--- config.mk ---
export PLATFORM = sky130hd
export DESIGN_NAME = mmio_host_arbiter_flat
export DESIGN_NICKNAME = d
export VERILOG_FILES = /design/src/rtl/mmio_host_arbiter_if.sv /design/src/rtl/mmio_host_arbiter.sv /design/src/flat_wrapper.sv
export SDC_FILE = /design/constraint.sdc
export NUM_CORES = 1
export LEC_CHECK = 0
export ABC_CLOCK_PERIOD_IN_PS = 4250
export CAP_MARGIN = 5
export CORE_MARGIN = 10
export CORE_UTILIZATION = 42
export DETAILED_ROUTE_END_ITERATION = 16
export PLACE_DENSITY_LB_ADDON = 0.2
export REMOVE_ABC_BUFFERS = 1
export SLEW_MARGIN = 20
export SYNTH_ARGS = -nofsm -noshare
export SYNTH_HDL_FRONTEND = slang
export SYNTH_SLANG_ARGS = --single-unit
--- constraint.sdc ---
create_clock -name clock -period 4.25 [get_ports clock]
set_input_delay 1.275 -clock clock [delete_from_list [all_inputs] [get_ports clock]]
set_output_delay 1.275 -clock clock [all_outputs]
set_load 0.02 [all_outputs]
--- src/rtl/mmio_host_arbiter_if.sv ---
// MMIO request/ack bundle: a host raises read_req or write_req and holds it until the matching ack.
// Modport host drives requests; modport device answers with acks and read data.
interface mmio_if #(
    parameter int IDX_W  = 16,
    parameter int DATA_W = 32
);
    logic              read_req;
    logic              write_req;
    logic [IDX_W-1:0]  index;
    logic [DATA_W-1:0] write_data;
    logic [DATA_W-1:0] read_data;
    logic              read_ack;
    logic              write_ack;

    modport host (
        output read_req, write_req, index, write_data,
        input  read_data, read_ack, write_ack
    );

    modport device (
        input  read_req, write_req, index, write_data,
        output read_data, read_ack, write_ack
    );
endinterface

--- src/rtl/mmio_host_arbiter.sv ---
// Two-host MMIO arbiter onto one pe port; req-to-ack = pe ack latency + 2, one transaction in flight, requests held by hosts until served.
// Optional ISSUE watchdog under `MMIO_ARBITER_TIMEOUT_EN` (aborts after TIMEOUT_CYCLES, returns 32'hDEAD_BEEF on reads).
module mmio_host_arbiter #(
    parameter int unsigned TIMEOUT_CYCLES = 255,
    parameter int          IDX_W          = 16,
    parameter int          DATA_W         = 32
) (
    input  logic       clock,
    input  logic       reset_n,
    mmio_if.device     host_0_interface,
    mmio_if.device     host_1_interface,
    mmio_if.host       pe_interface,
    output logic       busy,
    output logic       owner,
    output logic [7:0] timeout_count
);

    if (TIMEOUT_CYCLES < 1 || TIMEOUT_CYCLES > 65535) begin : g_bad_timeout
        $error("TIMEOUT_CYCLES must be in 1..65535");
    end

    typedef enum logic [1:0] {
        IDLE    = 2'd0,
        ISSUE   = 2'd1,
        RESPOND = 2'd2,
        RELEASE = 2'd3
    } state_e;

    state_e            state_q, state_d;
    logic              ptr_q, ptr_d;
    logic              owner_q, owner_d;
    logic              is_wr_q, is_wr_d;
    logic [IDX_W-1:0]  idx_q, idx_d;
    logic [DATA_W-1:0] wdata_q, wdata_d;
    logic [DATA_W-1:0] rdata_q, rdata_d;
    logic [7:0]        tocount_q, tocount_d;

    logic req0, req1, gnt, pe_ack, served_req;

    assign req0 = host_0_interface.read_req | host_0_interface.write_req;
    assign req1 = host_1_interface.read_req | host_1_interface.write_req;
    assign pe_ack = is_wr_q ? pe_interface.write_ack : pe_interface.read_ack;

`ifdef MMIO_ARBITER_TIMEOUT_EN
    logic [15:0] tcnt_q, tcnt_d;
    logic        tcnt_hit;

    assign tcnt_hit = (tcnt_q == 16'(TIMEOUT_CYCLES - 1));

    always_ff @(posedge clock or negedge reset_n) begin
        if (!reset_n) begin
            tcnt_q <= '0;
        end else begin
            tcnt_q <= tcnt_d;
        end
    end
`endif

    // Served req of the current owner: release waits on this alone so a held req is not replayed
    always_comb begin
        served_req = 1'b0;
        if (owner_q) begin
            served_req = is_wr_q ? host_1_interface.write_req : host_1_interface.read_req;
        end else begin
            served_req = is_wr_q ? host_0_interface.write_req : host_0_interface.read_req;
        end
    end

    always_comb begin
        state_d   = state_q;
        ptr_d     = ptr_q;
        owner_d   = owner_q;
        is_wr_d   = is_wr_q;
        idx_d     = idx_q;
        wdata_d   = wdata_q;
        rdata_d   = rdata_q;
        tocount_d = tocount_q;
        gnt       = 1'b0;
`ifdef MMIO_ARBITER_TIMEOUT_EN
        tcnt_d    = '0;
`endif
        case (state_q)
            IDLE: begin
                if (req0 || req1) begin
                    gnt     = (req0 && req1) ? ptr_q : req1;
                    owner_d = gnt;
                    if (gnt) begin
                        is_wr_d = host_1_interface.write_req;
                        idx_d   = host_1_interface.index;
                        wdata_d = host_1_interface.write_data;
                    end else begin
                        is_wr_d = host_0_interface.write_req;
                        idx_d   = host_0_interface.index;
                        wdata_d = host_0_interface.write_data;
                    end
                    state_d = ISSUE;
                end
            end
            ISSUE: begin
                if (pe_ack) begin
                    if (!is_wr_q) begin
                        rdata_d = pe_interface.read_data;
                    end
                    state_d = RESPOND;
                end
`ifdef MMIO_ARBITER_TIMEOUT_EN
                else if (tcnt_hit) begin
                    if (!is_wr_q) begin
                        rdata_d = DATA_W'(32'hDEAD_BEEF);
                    end
                    if (tocount_q != 8'hFF) begin
                        tocount_d = tocount_q + 8'd1;
                    end
                    state_d = RESPOND;
                end else begin
                    tcnt_d = tcnt_q + 16'd1;
                end
`endif
            end
            RESPOND: begin
                ptr_d   = ~owner_q;
                state_d = RELEASE;
            end
            RELEASE: begin
                if (!served_req) begin
                    state_d = IDLE;
                end
            end
            default: state_d = IDLE;
        endcase
    end

    always_ff @(posedge clock or negedge reset_n) begin
        if (!reset_n) begin
            state_q   <= IDLE;
            ptr_q     <= 1'b0;
            owner_q   <= 1'b0;
            is_wr_q   <= 1'b0;
            idx_q     <= '0;
            wdata_q   <= '0;
            rdata_q   <= '0;
            tocount_q <= '0;
        end else begin
            state_q   <= state_d;
            ptr_q     <= ptr_d;
            owner_q   <= owner_d;
            is_wr_q   <= is_wr_d;
            idx_q     <= idx_d;
            wdata_q   <= wdata_d;
            rdata_q   <= rdata_d;
            tocount_q <= tocount_d;
        end
    end

    // Everything below decodes from registered state, so async reset clears it immediately
    always_comb begin
        logic issue, resp;
        issue = (state_q == ISSUE);
        resp  = (state_q == RESPOND);

        pe_interface.read_req   = issue && !is_wr_q;
        pe_interface.write_req  = issue && is_wr_q;
        pe_interface.index      = issue ? idx_q : '0;
        pe_interface.write_data = (issue && is_wr_q) ? wdata_q : '0;

        host_0_interface.write_ack = resp && !owner_q && is_wr_q;
        host_0_interface.read_ack  = resp && !owner_q && !is_wr_q;
        host_0_interface.read_data = (resp && !owner_q && !is_wr_q) ? rdata_q : '0;

        host_1_interface.write_ack = resp && owner_q && is_wr_q;
        host_1_interface.read_ack  = resp && owner_q && !is_wr_q;
        host_1_interface.read_data = (resp && owner_q && !is_wr_q) ? rdata_q : '0;
    end

    assign busy  = (state_q != IDLE);
    assign owner = owner_q;

`ifdef MMIO_ARBITER_TIMEOUT_EN
    assign timeout_count = tocount_q;
`else
    assign timeout_count = 8'd0;
`endif

endmodule

--- src/flat_wrapper.sv ---
// flat-port wrapper written by rule: the top's interface ports become plain ports
module mmio_host_arbiter_flat 
#(
    parameter int unsigned TIMEOUT_CYCLES = 255,
    parameter int          IDX_W          = 16,
    parameter int          DATA_W         = 32
)
  (clock, reset_n, busy, owner, timeout_count, host_0_interface_read_req, host_0_interface_write_req, host_0_interface_index, host_0_interface_write_data, host_0_interface_read_data, host_0_interface_read_ack, host_0_interface_write_ack, host_1_interface_read_req, host_1_interface_write_req, host_1_interface_index, host_1_interface_write_data, host_1_interface_read_data, host_1_interface_read_ack, host_1_interface_write_ack, pe_interface_read_req, pe_interface_write_req, pe_interface_index, pe_interface_write_data, pe_interface_read_data, pe_interface_read_ack, pe_interface_write_ack);
  mmio_if #(.IDX_W(IDX_W), .DATA_W(DATA_W)) host_0_interface_i ();
  mmio_if #(.IDX_W(IDX_W), .DATA_W(DATA_W)) host_1_interface_i ();
  mmio_if #(.IDX_W(IDX_W), .DATA_W(DATA_W)) pe_interface_i ();
  input  logic clock;
  input  logic reset_n;
  output logic busy;
  output logic owner;
  output logic [7:0] timeout_count;
  input wire logic [$bits(host_0_interface_i.read_req)-1:0] host_0_interface_read_req;
  input wire logic [$bits(host_0_interface_i.write_req)-1:0] host_0_interface_write_req;
  input wire logic [$bits(host_0_interface_i.index)-1:0] host_0_interface_index;
  input wire logic [$bits(host_0_interface_i.write_data)-1:0] host_0_interface_write_data;
  output wire logic [$bits(host_0_interface_i.read_data)-1:0] host_0_interface_read_data;
  output wire logic [$bits(host_0_interface_i.read_ack)-1:0] host_0_interface_read_ack;
  output wire logic [$bits(host_0_interface_i.write_ack)-1:0] host_0_interface_write_ack;
  input wire logic [$bits(host_1_interface_i.read_req)-1:0] host_1_interface_read_req;
  input wire logic [$bits(host_1_interface_i.write_req)-1:0] host_1_interface_write_req;
  input wire logic [$bits(host_1_interface_i.index)-1:0] host_1_interface_index;
  input wire logic [$bits(host_1_interface_i.write_data)-1:0] host_1_interface_write_data;
  output wire logic [$bits(host_1_interface_i.read_data)-1:0] host_1_interface_read_data;
  output wire logic [$bits(host_1_interface_i.read_ack)-1:0] host_1_interface_read_ack;
  output wire logic [$bits(host_1_interface_i.write_ack)-1:0] host_1_interface_write_ack;
  output wire logic [$bits(pe_interface_i.read_req)-1:0] pe_interface_read_req;
  output wire logic [$bits(pe_interface_i.write_req)-1:0] pe_interface_write_req;
  output wire logic [$bits(pe_interface_i.index)-1:0] pe_interface_index;
  output wire logic [$bits(pe_interface_i.write_data)-1:0] pe_interface_write_data;
  input wire logic [$bits(pe_interface_i.read_data)-1:0] pe_interface_read_data;
  input wire logic [$bits(pe_interface_i.read_ack)-1:0] pe_interface_read_ack;
  input wire logic [$bits(pe_interface_i.write_ack)-1:0] pe_interface_write_ack;
  assign host_0_interface_i.read_req = host_0_interface_read_req;
  assign host_0_interface_i.write_req = host_0_interface_write_req;
  assign host_0_interface_i.index = host_0_interface_index;
  assign host_0_interface_i.write_data = host_0_interface_write_data;
  assign host_0_interface_read_data = host_0_interface_i.read_data;
  assign host_0_interface_read_ack = host_0_interface_i.read_ack;
  assign host_0_interface_write_ack = host_0_interface_i.write_ack;
  assign host_1_interface_i.read_req = host_1_interface_read_req;
  assign host_1_interface_i.write_req = host_1_interface_write_req;
  assign host_1_interface_i.index = host_1_interface_index;
  assign host_1_interface_i.write_data = host_1_interface_write_data;
  assign host_1_interface_read_data = host_1_interface_i.read_data;
  assign host_1_interface_read_ack = host_1_interface_i.read_ack;
  assign host_1_interface_write_ack = host_1_interface_i.write_ack;
  assign pe_interface_read_req = pe_interface_i.read_req;
  assign pe_interface_write_req = pe_interface_i.write_req;
  assign pe_interface_index = pe_interface_i.index;
  assign pe_interface_write_data = pe_interface_i.write_data;
  assign pe_interface_i.read_data = pe_interface_read_data;
  assign pe_interface_i.read_ack = pe_interface_read_ack;
  assign pe_interface_i.write_ack = pe_interface_write_ack;
  mmio_host_arbiter #(.TIMEOUT_CYCLES(TIMEOUT_CYCLES), .IDX_W(IDX_W), .DATA_W(DATA_W)) u_core (.clock(clock), .reset_n(reset_n), .host_0_interface(host_0_interface_i), .host_1_interface(host_1_interface_i), .pe_interface(pe_interface_i), .busy(busy), .owner(owner), .timeout_count(timeout_count));
endmodule
==> run metrics, run 1 <==
result of the run finished clean; Setup TNS Final 0 ns; vias in the first global route approximately 4.3k; # resized after CTS 0; area fraction in and, or, nand and nor cells after synthesis 21.0%; power per standard cell area about 540 nW/um^2; number of register bits inferred by synthesis 85; I/O pin cnt about 260; setup repair after global routing missed its margin false; xor and xnor fraction of the mapped netlist area 0%; sequential cell area fraction in the yosys report between 40% and 50%; core area 10,800 sq um; switching share of power between 30 and 40%; remaining global-route overflow 0; Die Span X between 100 and 150 um; top area cells in the synthesized netlist dfrtp_1, mux2i_1, and2_1; mux share of post-synthesis cell area between 10% and 20%; worst slew slack as a fraction of its limit between 40% and 50%; fin crit period 3.73 ns; register clock-pin slew on the reported worst setup and hold paths 0.08 ns; Finish-stage setup viols 0; Seq pwr share 36.7%; vias roughly 4k; pin count of the biggest net entering global routing 86; overall die area 15,600 sq um; CTS Buf Count 9; Cells after DPL slightly above 800; FP Rows 38; share of the synthesized area in compound gates (AO/OA/AOI/OAI) 6.45%; average cell area after synthesis 10.1 sq um; CTS tree built; power after layout 4.01 mW; worst min-delay path category reg2reg; Synth area leader dfrtp_1; max-slew violations 0; main combinational cell family by area after synthesis simple AND/OR/NAND/NOR gates; Lkg Pwr 3.32 nW; Gate power share 49.9%; worst endpoint required time 2.97 ns; final weighted congestion in routability-driven placement between 0.7 and 0.8; Avg WL per Cell 18.1 um; post-route clock period utilization 87.8%; clock sink count 85; total of hold buffers inserted after clock tree synthesis 0; final core area utilization 68.6%; clock network fraction of total power 13.4%; startpoint type of the worst setup path register; standard cell with the maximum stage delay on the critical path clkdlybuf4s50_1; growth of design area from synthesis to finish 60.4%; Placement Setup Slack 0.895 ns; height of the chip around 120 um; post-route clock skew 0.00550 ns; global-route wire length before repair 24,100 um; maximum fanout count along the critical path 33; WL final 15,200 um; Int Power 2.43 mW; post-synth top area share 46.0%; remaining routing DRC violations 0; root buffer selected by CTS clkbuf_8; initial antenna violation count 0; final design area excluding fillers around 7400 sq um; VDD IR-drop max 0.254 mV; final hold violation count 0; drt initial violations 172; count of TritonRoute iterations in the first routing pass 4; worst-case setup margin in the final layout a little over 0.5 ns; dpl cell area 7220 sq um; Initial Util approximately 43%; NumNets Final 836; Port-buffer cells 255; Max Clock Freq 268 MHz; antenna violation net count after detailed routing 0; critical setup path kind reg2out; half-perimeter wire length after detailed placement 12,100 um; H-tree depth reported by CTS 3; CP endpoint kind output pin; Cell variety after synth 27; Post CTS Setup Buffer Count 0; Synth Area in Adders 1.08%; maximum number of buffers from clock root to sink 2; CP peak stage delay 0.64 ns; via count normalized by instance count 4.85; Slew @ Worst Pin between 0.7 and 0.8 ns; crit-path cells inv_1, ha_1, nor3b_2, buf_4, and2_1, clkdlybuf4s50_1; number of cells produced by synthesis 457; Mapped Area 4620 sq um; non-filler instance count after layout 841; Critical Path AT about 2.5 ns; count of warnings emitted by yosys 0; minimum hold slack ~0.48 ns; Tot GR Track Use 19.0%; fraction of final layout cells with drive strength greater than 1 around 9%; number of antenna cells inserted 0; maximum capacitance violations 0; worst skew pair latency 0.36 ns; net switching power figure 1.58 mW
[worst max-delay path: cells and delay by family, from the launching register on]
family / cells / cell delay (ns)
simple gates: 2 / 0.38
flops: 1 / 0.41
buf+inv: 3 / 1.04
fa+ha+maj: 1 / 0.27
[Yosys cell counts]
cell type and n:
a21o_1 1, a21oi_1 2, a32oi_1 1, and2_1 81, and2b_1 1, and3_1 33
and3b_1 1, buf_2 8, buf_4 10, buf_6 5, clkbuf_1 20, conb_1 1
dfrtp_1 85, ha_1 4, inv_1 5, mux2_2 33, mux2_4 1, mux2i_1 52
nand2_1 53, nand3_1 1, nor2_1 4, nor2b_1 2, nor3b_1 1, o21ai_0 39
o21ai_1 11, o22ai_2 1, o311ai_1 1
[state kept, by name, indices dropped and copies added, names as in the netlist]
name,flops
u_core.rdata_q,32
u_core.wdata_q,32
u_core.idx_q,16
u_core.state_q,2
u_core.is_wr_q,1
u_core.owner,1
u_core.ptr_q,1
[layout make-up]
type                            count  area, sq um
Tap cell                          140          175
Sequential cell                    85         2130
Timing Repair Buffer              264         2630
Fill cell                         820         3380
Clock inverter                      5         35.0
Clock buffer                       11          151
Multi-Input combinational cell    331         2270
Inverter                            5         18.8
[cells in the final DEF, fill, tap and decap left out, drive strengths merged, types with 5 or more instances in the layout]
cell           Yosys  routed
mux2              34      34
o21ai             50      50
buf               23      10
and3              33      33
and2              81      81
inv                5       5
clkbuf            20      11
dfrtp             85      85
mux2i             52      52
nand2             53      53
conb               1       8
clkdlybuf4s50      0     254
[worst paths after layout]
kind                                                  endpoint              start  cells past startpoint  slack (ns)
worst max register to register               u_core.rdata_q[0]     u_core.is_wr_q                      5        2.06
worst min-delay path                           u_core.idx_q[4]    u_core.idx_q[4]                      2        0.48
worst max-delay path            host_0_interface_read_data[30]  u_core.state_q[0]                      6        0.52
min in group asynchronous                   u_core.rdata_q[14]            reset_n                      1        0.96
worst min register to register                 u_core.idx_q[4]    u_core.idx_q[4]                      2        0.48
max in group asynchronous                     u_core.idx_q[10]            reset_n                      1        2.76
[cell families (layout without fill, tap and decap cells)]
group,after synthesis,in the layout
mux,86,86
flops,85,85
buf+inv,48,285
fa+ha+maj,4,4
simple gates,177,177
compound gates,56,56
other cells,1,8
[power groups by stage]
stage          sequential, mW  combinational [mW]  clock [mW]
2_1_floorplan            1.40                1.18           0
3_3_place_gp             1.46                1.97           0
3_5_place_dp             1.48                2.03           0
4_1_cts                  1.47                2.04       0.553
5_1_grt                  1.52                2.20       0.590
6_report                 1.47                2.00       0.538
[layer usage]
metal	GRT usage [%]	up-vias	share of wire, %
met5	0	-	0
met4	6.03	0	1.3
met3	9.06	14	11
met2	31.4	191	47
met1	21.0	1872	40
li1	-	1998	-
Note: power is estimated with default switching activity, not from simulation.
==> inputs of run 2 (changes only) <==
SETUP_SLACK_MARGIN = 0.1   (was not set)
==> results of run 2 <==
The final DEF is identical to that of run 1; final timing and power are the same.
==> inputs of run 3 (changes only) <==
ABC_CLOCK_PERIOD_IN_PS = not set   (was 4250)
GPL_ROUTABILITY_DRIVEN = 0   (was not set)
==> results of run 3 <==
The final DEF is identical to that of run 1; final timing and power are the same.
==> variant 1 (settings of run 1) <==
`DATA_W` is set to 32 in 3 places; all go to 16.
--- a/src/rtl/mmio_host_arbiter_if.sv
+++ b/src/rtl/mmio_host_arbiter_if.sv
@@ -2,7 +2,7 @@
 // Modport host drives requests; modport device answers with acks and read data.
 interface mmio_if #(
     parameter int IDX_W  = 16,
-    parameter int DATA_W = 32
+    parameter int DATA_W = 16
 );
     logic              read_req;
     logic              write_req;
--- a/src/rtl/mmio_host_arbiter.sv
+++ b/src/rtl/mmio_host_arbiter.sv
@@ -3,7 +3,7 @@
 module mmio_host_arbiter #(
     parameter int unsigned TIMEOUT_CYCLES = 255,
     parameter int          IDX_W          = 16,
-    parameter int          DATA_W         = 32
+    parameter int          DATA_W         = 16
 ) (
     input  logic       clock,
     input  logic       reset_n,
--- a/src/flat_wrapper.sv
+++ b/src/flat_wrapper.sv
@@ -3,7 +3,7 @@
 #(
     parameter int unsigned TIMEOUT_CYCLES = 255,
     parameter int          IDX_W          = 16,
-    parameter int          DATA_W         = 32
+    parameter int          DATA_W         = 16
 )
   (clock, reset_n, busy, owner, timeout_count, host_0_interface_read_req, host_0_interface_write_req, host_0_interface_index, host_0_interface_write_data, host_0_interface_read_data, host_0_interface_read_ack, host_0_interface_write_ack, host_1_interface_read_req, host_1_interface_write_req, host_1_interface_index, host_1_interface_write_data, host_1_interface_read_data, host_1_interface_read_ack, host_1_interface_write_ack, pe_interface_read_req, pe_interface_write_req, pe_interface_index, pe_interface_write_data, pe_interface_read_data, pe_interface_read_ack, pe_interface_write_ack);
   mmio_if #(.IDX_W(IDX_W), .DATA_W(DATA_W)) host_0_interface_i ();
Ports: changed (6 resized); port bits go from 264 to 168. No check against the original RTL was run, so the function may have changed too.
==> variant 1 against run 1 <==
- non-clock buffer count is 100 lower
- routed wire length is 44% lower
- global-route usage is 3.9 points lower
- cell area is 36% lower
- synthesized area is 34% lower
- worst setup slack worse by 83 ps
- total power is 35% lower
- sequential cell count is 32 lower
- via count is 38% lower
- clock power is 47% lower
- critical path type unchanged
- critical endpoint is now host_0_interface_read_data[0]
==> variant 1: results (changes against run 1) <==
post-route cell area - 4745 sq um (-36%)
layout cells sized above 1 - 8.705% (-0.28 points)
mux cell area share after synthesis - 19.83% (+0.19 points)
Synth Area in Adders - 1.632% (+0.55 points)
pre-CTS setup slack - 717.8 ps (-177.2 ps)
vias in the first global route - 2,730 (-37%)
compound-gate portion of the synthesized area - 7.834% (+1.4 points)
via count - 2,539 (-38%)
Final Skew - 5.274 ps (-0.2260 ps)
Max VDD drop - 0.0002001 V (-21%)
post-synthesis sequential area ratio - 43.25% (-2.8 points)
initial drt markers - 60 (-65%)
crit path DAT - 2540 ps (+80 ps)
crit path max fanout - 17 (-48%)
Chip Width - 105.5 um (-16%)
WL per Instance - 15.73 um (-13%)
WL met1 - 3604 um (-41%)
met2 WL post-DR - 3866 um (-46%)
top cells by area, synth - dfrtp_1 43%, mux2i_1 12%, and2_1 10%
status - finished clean
# H-tree levels - 2 (-1)
Via density - 4.642 (-4.2%)
Commonest cells post-synth - 53 x dfrtp_1, 49 x and2_1, 36 x mux2i_1, 36 x nand2_1, 32 x o21ai_1
DP Cell Count - 540 (-35%)
Placement Cell Area - 4658 sq um (-35%)
Cells after Synth - 299 (-35%)
variant 1: changes by cell type after synthesis, moves of 16 or more:
cell | run 1 | this run
o21ai_1 | 11 | 32
nand2_1 | 53 | 36
o21ai_0 | 39 | 2
and3_1 | 33 | 17
mux2_2 | 33 | 6
and2_1 | 81 | 49
dfrtp_1 | 85 | 53
mux2i_1 | 52 | 36
variant 1: critical path, stage by stage, from the launching register on:
cell             delay (ps)
dfrtp_1                 410
inv_1                   110
ha_1                    250
nor3b_2                 640
and2_1                  220
clkdlybuf4s50_1         610
variant 1: routing by layer:
layer / vias to the layer above / global-route usage (%)
met5: - / 0
met1: 1135 / 17.24
li1: 1276 / -
met3: 6 / 8.465
met4: 0 / 3.235
met2: 122 / 24.04
variant 1: worst paths after layout:
| kind | endpoint | slack [ps] | start |
|---|---|---|---|
| max in group asynchronous | u_core.rdata_q[15] | 2450 | reset_n |
| max reg2reg | u_core.rdata_q[7] | 2440 | u_core.state_q[1] |
| max | host_0_interface_read_data[0] | 440 | u_core.state_q[0] |
| min reg2reg | u_core.idx_q[2] | 480 | u_core.idx_q[2] |
| min in group asynchronous | u_core.rdata_q[4] | 1020 | reset_n |
| min | u_core.idx_q[2] | 480 | u_core.idx_q[2] |
variant 1: where the power goes:
part | switching [mW] | total [mW] | internal, mW
registers | 0.151 | 0.907 | 0.756
clock network | 0.157 | 0.287 | 0.130
logic | 0.706 | 1.41 | 0.701
variant 1: metrics by stage:
step                hold WS [ps]  power, mW  utilization [%]
finish                     483.2      2.601            66.12
CTS                        489.0      2.643            66.12
detailed placement         466.9      2.350            64.92
global placement           458.7      2.300            64.92
floorplan                  447.4      1.759                -
global route               506.4      2.812            66.12
variant 1: cell families after synthesis:
| family | count (synthesis) |
|---|---|
| AOI/OAI and AO/OA | 40 |
| adders and majority gates | 4 |
| buffers and inverters | 34 |
| DFF | 53 |
| muxes | 54 |
| other | 1 |
| and+or+nand+nor | 113 |
variant 1: cell type report:
class	count	area, sq um	share of cell area [%]
Clock buffer	7	86.33	1.820
Inverter	5	18.77	0.3956
Multi-Input combinational cell	219	1565	32.99
Sequential cell	53	1326	27.95
Tap cell	99	123.9	2.611
Timing Repair Buffer	164	1624	34.23
==> variant 2 (config.mk and constraints of run 1) <==
Made on the original files. Take the reset off `wdata_q` and `rdata_q` and load them in a clocked block of their own.
--- a/src/rtl/mmio_host_arbiter.sv
+++ b/src/rtl/mmio_host_arbiter.sv
@@ -137,8 +137,6 @@
             owner_q   <= 1'b0;
             is_wr_q   <= 1'b0;
             idx_q     <= '0;
-            wdata_q   <= '0;
-            rdata_q   <= '0;
             tocount_q <= '0;
         end else begin
             state_q   <= state_d;
@@ -146,10 +144,13 @@
             owner_q   <= owner_d;
             is_wr_q   <= is_wr_d;
             idx_q     <= idx_d;
-            wdata_q   <= wdata_d;
-            rdata_q   <= rdata_d;
             tocount_q <= tocount_d;
         end
+    end
+
+    always_ff @(posedge clock) begin
+        wdata_q <= wdata_d;
+        rdata_q <= rdata_d;
     end
 
     // Everything below decodes from registered state, so async reset clears it immediately
Check against the original RTL: same outputs for any inputs over 4 cycles, from zero or initial values and one cycle with reset_n low; that may be too few to reach the edited logic, so the function may still have changed.
==> variant 2 against run 1 <==
- sequential cell count is the same
- cell area fell by 3.5%
- register-to-register slack better by 240 ps
- routed wire length is 6.2% lower
- non-clock buffer count down 1
- synthesized cell count decreased by 23%
- synthesized area down 7.4%
- worst setup slack lost 7.7 ps
- total power decreased by 9.3%
==> variant 2: results (changes against run 1) <==
nets - 739 (-12%)
Post-synth EDFFs - 64 (+64)
Max VDD drop - 0.0002684 V (+5.8%)
CTS Buf Count - 9 (unchanged)
first-pass GRT wire length - 21,130 um (-12%)
Fillers - 722 (-12%)
WL final - 14,290 um (-6.2%)
top cells by area, synth - edfxtp_1 45%, dfrtp_1 12%, and2_1 12%
Final Skew - 8.673 ps (+3.173 ps)
R2R setup slack - 2300 ps (+240 ps)
Post-CTS Setup Bufs - 0 (unchanged)
status - finished clean
initial drt markers - 142 (-17%)
Top FF cell, synth - edfxtp_1
biggest regs - u_core.rdata_q (32), u_core.wdata_q (32), u_core.idx_q (16)
largest net degree at the start of global routing - 50 (-42%)
Commonest cells post-synth - 82 x and2_1, 64 x edfxtp_1, 34 x mux2_2, 32 x and3_1, 21 x dfrtp_1
Max Freq - 267.4 MHz (-0.21%)
Reg clk slew, reported paths - 80 ps (about the same)
DP HPWL - 11,650 um (-3.9%)
Leak - 2.820 nW (-15%)
post-synthesis sequential area ratio - 57.24% (+11 points)
Root Buffer - clkbuf_8
GRT Overall Usage - 18.61% (-0.35 points)
initial antenna violation count - 0 (unchanged)
crit path DAT - 2460 ps (about the same)
Hold Path Stages - 2 (unchanged)
synth unique cells - 28 (+3.7%)
layout cells sized above 1 - 10.43% (+1.4 points)
post-CTS sizing - 0 (unchanged)
# H-tree levels - 3 (unchanged)
ys async rst share - 24.71% (-75 points)
clk_lat worst skew - 340 ps (-20 ps)
vias in the first global route - 3,766 (-13%)
cts hold-fix bufs - 0 (unchanged)
Via density - 4.828 (-0.37%)
routability cong. - 0.7797 (+1.8%)
Ant. Diodes - 0 (unchanged)
DR pass1 iterations - 4 (unchanged)
Int Power - 2.349 mW (-3.3%)
pre-CTS setup slack - 864.0 ps (-31.03 ps)
[variant 2: changes by cell type after synthesis, moves of 4 or more]
cell	change
edfxtp_1	+64
mux2i_1	-32
o21ai_1	-10
buf_2	-4
nand2_1	-33
dfrtp_1	-64
o21ai_0	-22
[variant 2: critical path, stage by stage (launching register included)]
cell	delay, ps
dfrtp_1	410
inv_1	110
ha_1	270
and3b_2	500
and2_1	210
clkdlybuf4s50_1	630
[variant 2: final cells by class]
| class | instances | area [sq um] | area share [%] |
|---|---|---|---|
| clock buffers | 12 | 155.1 | 2.169 |
| clock inverters | 4 | 70.07 | 0.9797 |
| inverters | 6 | 22.52 | 0.3149 |
| multi-input cells | 234 | 1670 | 23.36 |
| flip-flops and latches | 85 | 2447 | 34.22 |
| well taps | 133 | 166.4 | 2.327 |
| repair buffers | 263 | 2620 | 36.63 |
[variant 2: power by group through the flow]
stage | logic, mW | registers, mW | clock network (mW)
2_1_floorplan | 0.902 | 1.28 | 0
3_3_place_gp | 1.70 | 1.29 | 0
3_5_place_dp | 1.73 | 1.30 | 0
4_1_cts | 1.74 | 1.29 | 0.652
5_1_grt | 1.84 | 1.31 | 0.690
6_report | 1.71 | 1.29 | 0.641
[variant 2: layer usage]
metal,part of all wire [%],wire length [um],GRT usage [%],vias up
li1,-,-,-,1697
met3,14,1962,9.446,14
met5,0,0,0,-
met4,1.3,181,6.184,0
met1,34,4919,18.26,1667
met2,51,7230,33.16,180
[variant 2: metrics by stage]
stage	utilization [%]	total power [mW]	cells	hold slack (ps)	area, sq um
2_1_floorplan	-	2.185	325	441.8	4128
3_3_place_gp	70.27	2.985	721	454.6	6932
3_5_place_dp	70.27	3.034	721	465.3	6932
4_1_cts	72.55	3.675	737	481.9	7157
5_1_grt	72.50	3.841	737	503.8	7152
6_report	72.50	3.633	737	481.8	7152
[variant 2: cell families after synthesis]
logic type,Yosys count,synth area share [%]
AND/OR/NAND/NOR,144,19.78
flip-flops,85,57.24
multiplexers,54,13.64
buffers and inverters,38,4.594
AO/OA/AOI/OAI,24,3.483
adder cells (fa/ha/maj),4,1.171
other,1,0.08771
[variant 2: path summary, 6_finish.rpt]
check                                                 to         startpoint
max                        host_1_interface_read_data[3]  u_core.state_q[0]
min reg2reg                              u_core.idx_q[9]    u_core.idx_q[9]
min                                      u_core.idx_q[9]    u_core.idx_q[9]
max reg2reg                           u_core.rdata_q[10]  u_core.state_q[1]
min in group asynchronous               u_core.idx_q[12]            reset_n
max in group asynchronous                 u_core.is_wr_q            reset_n
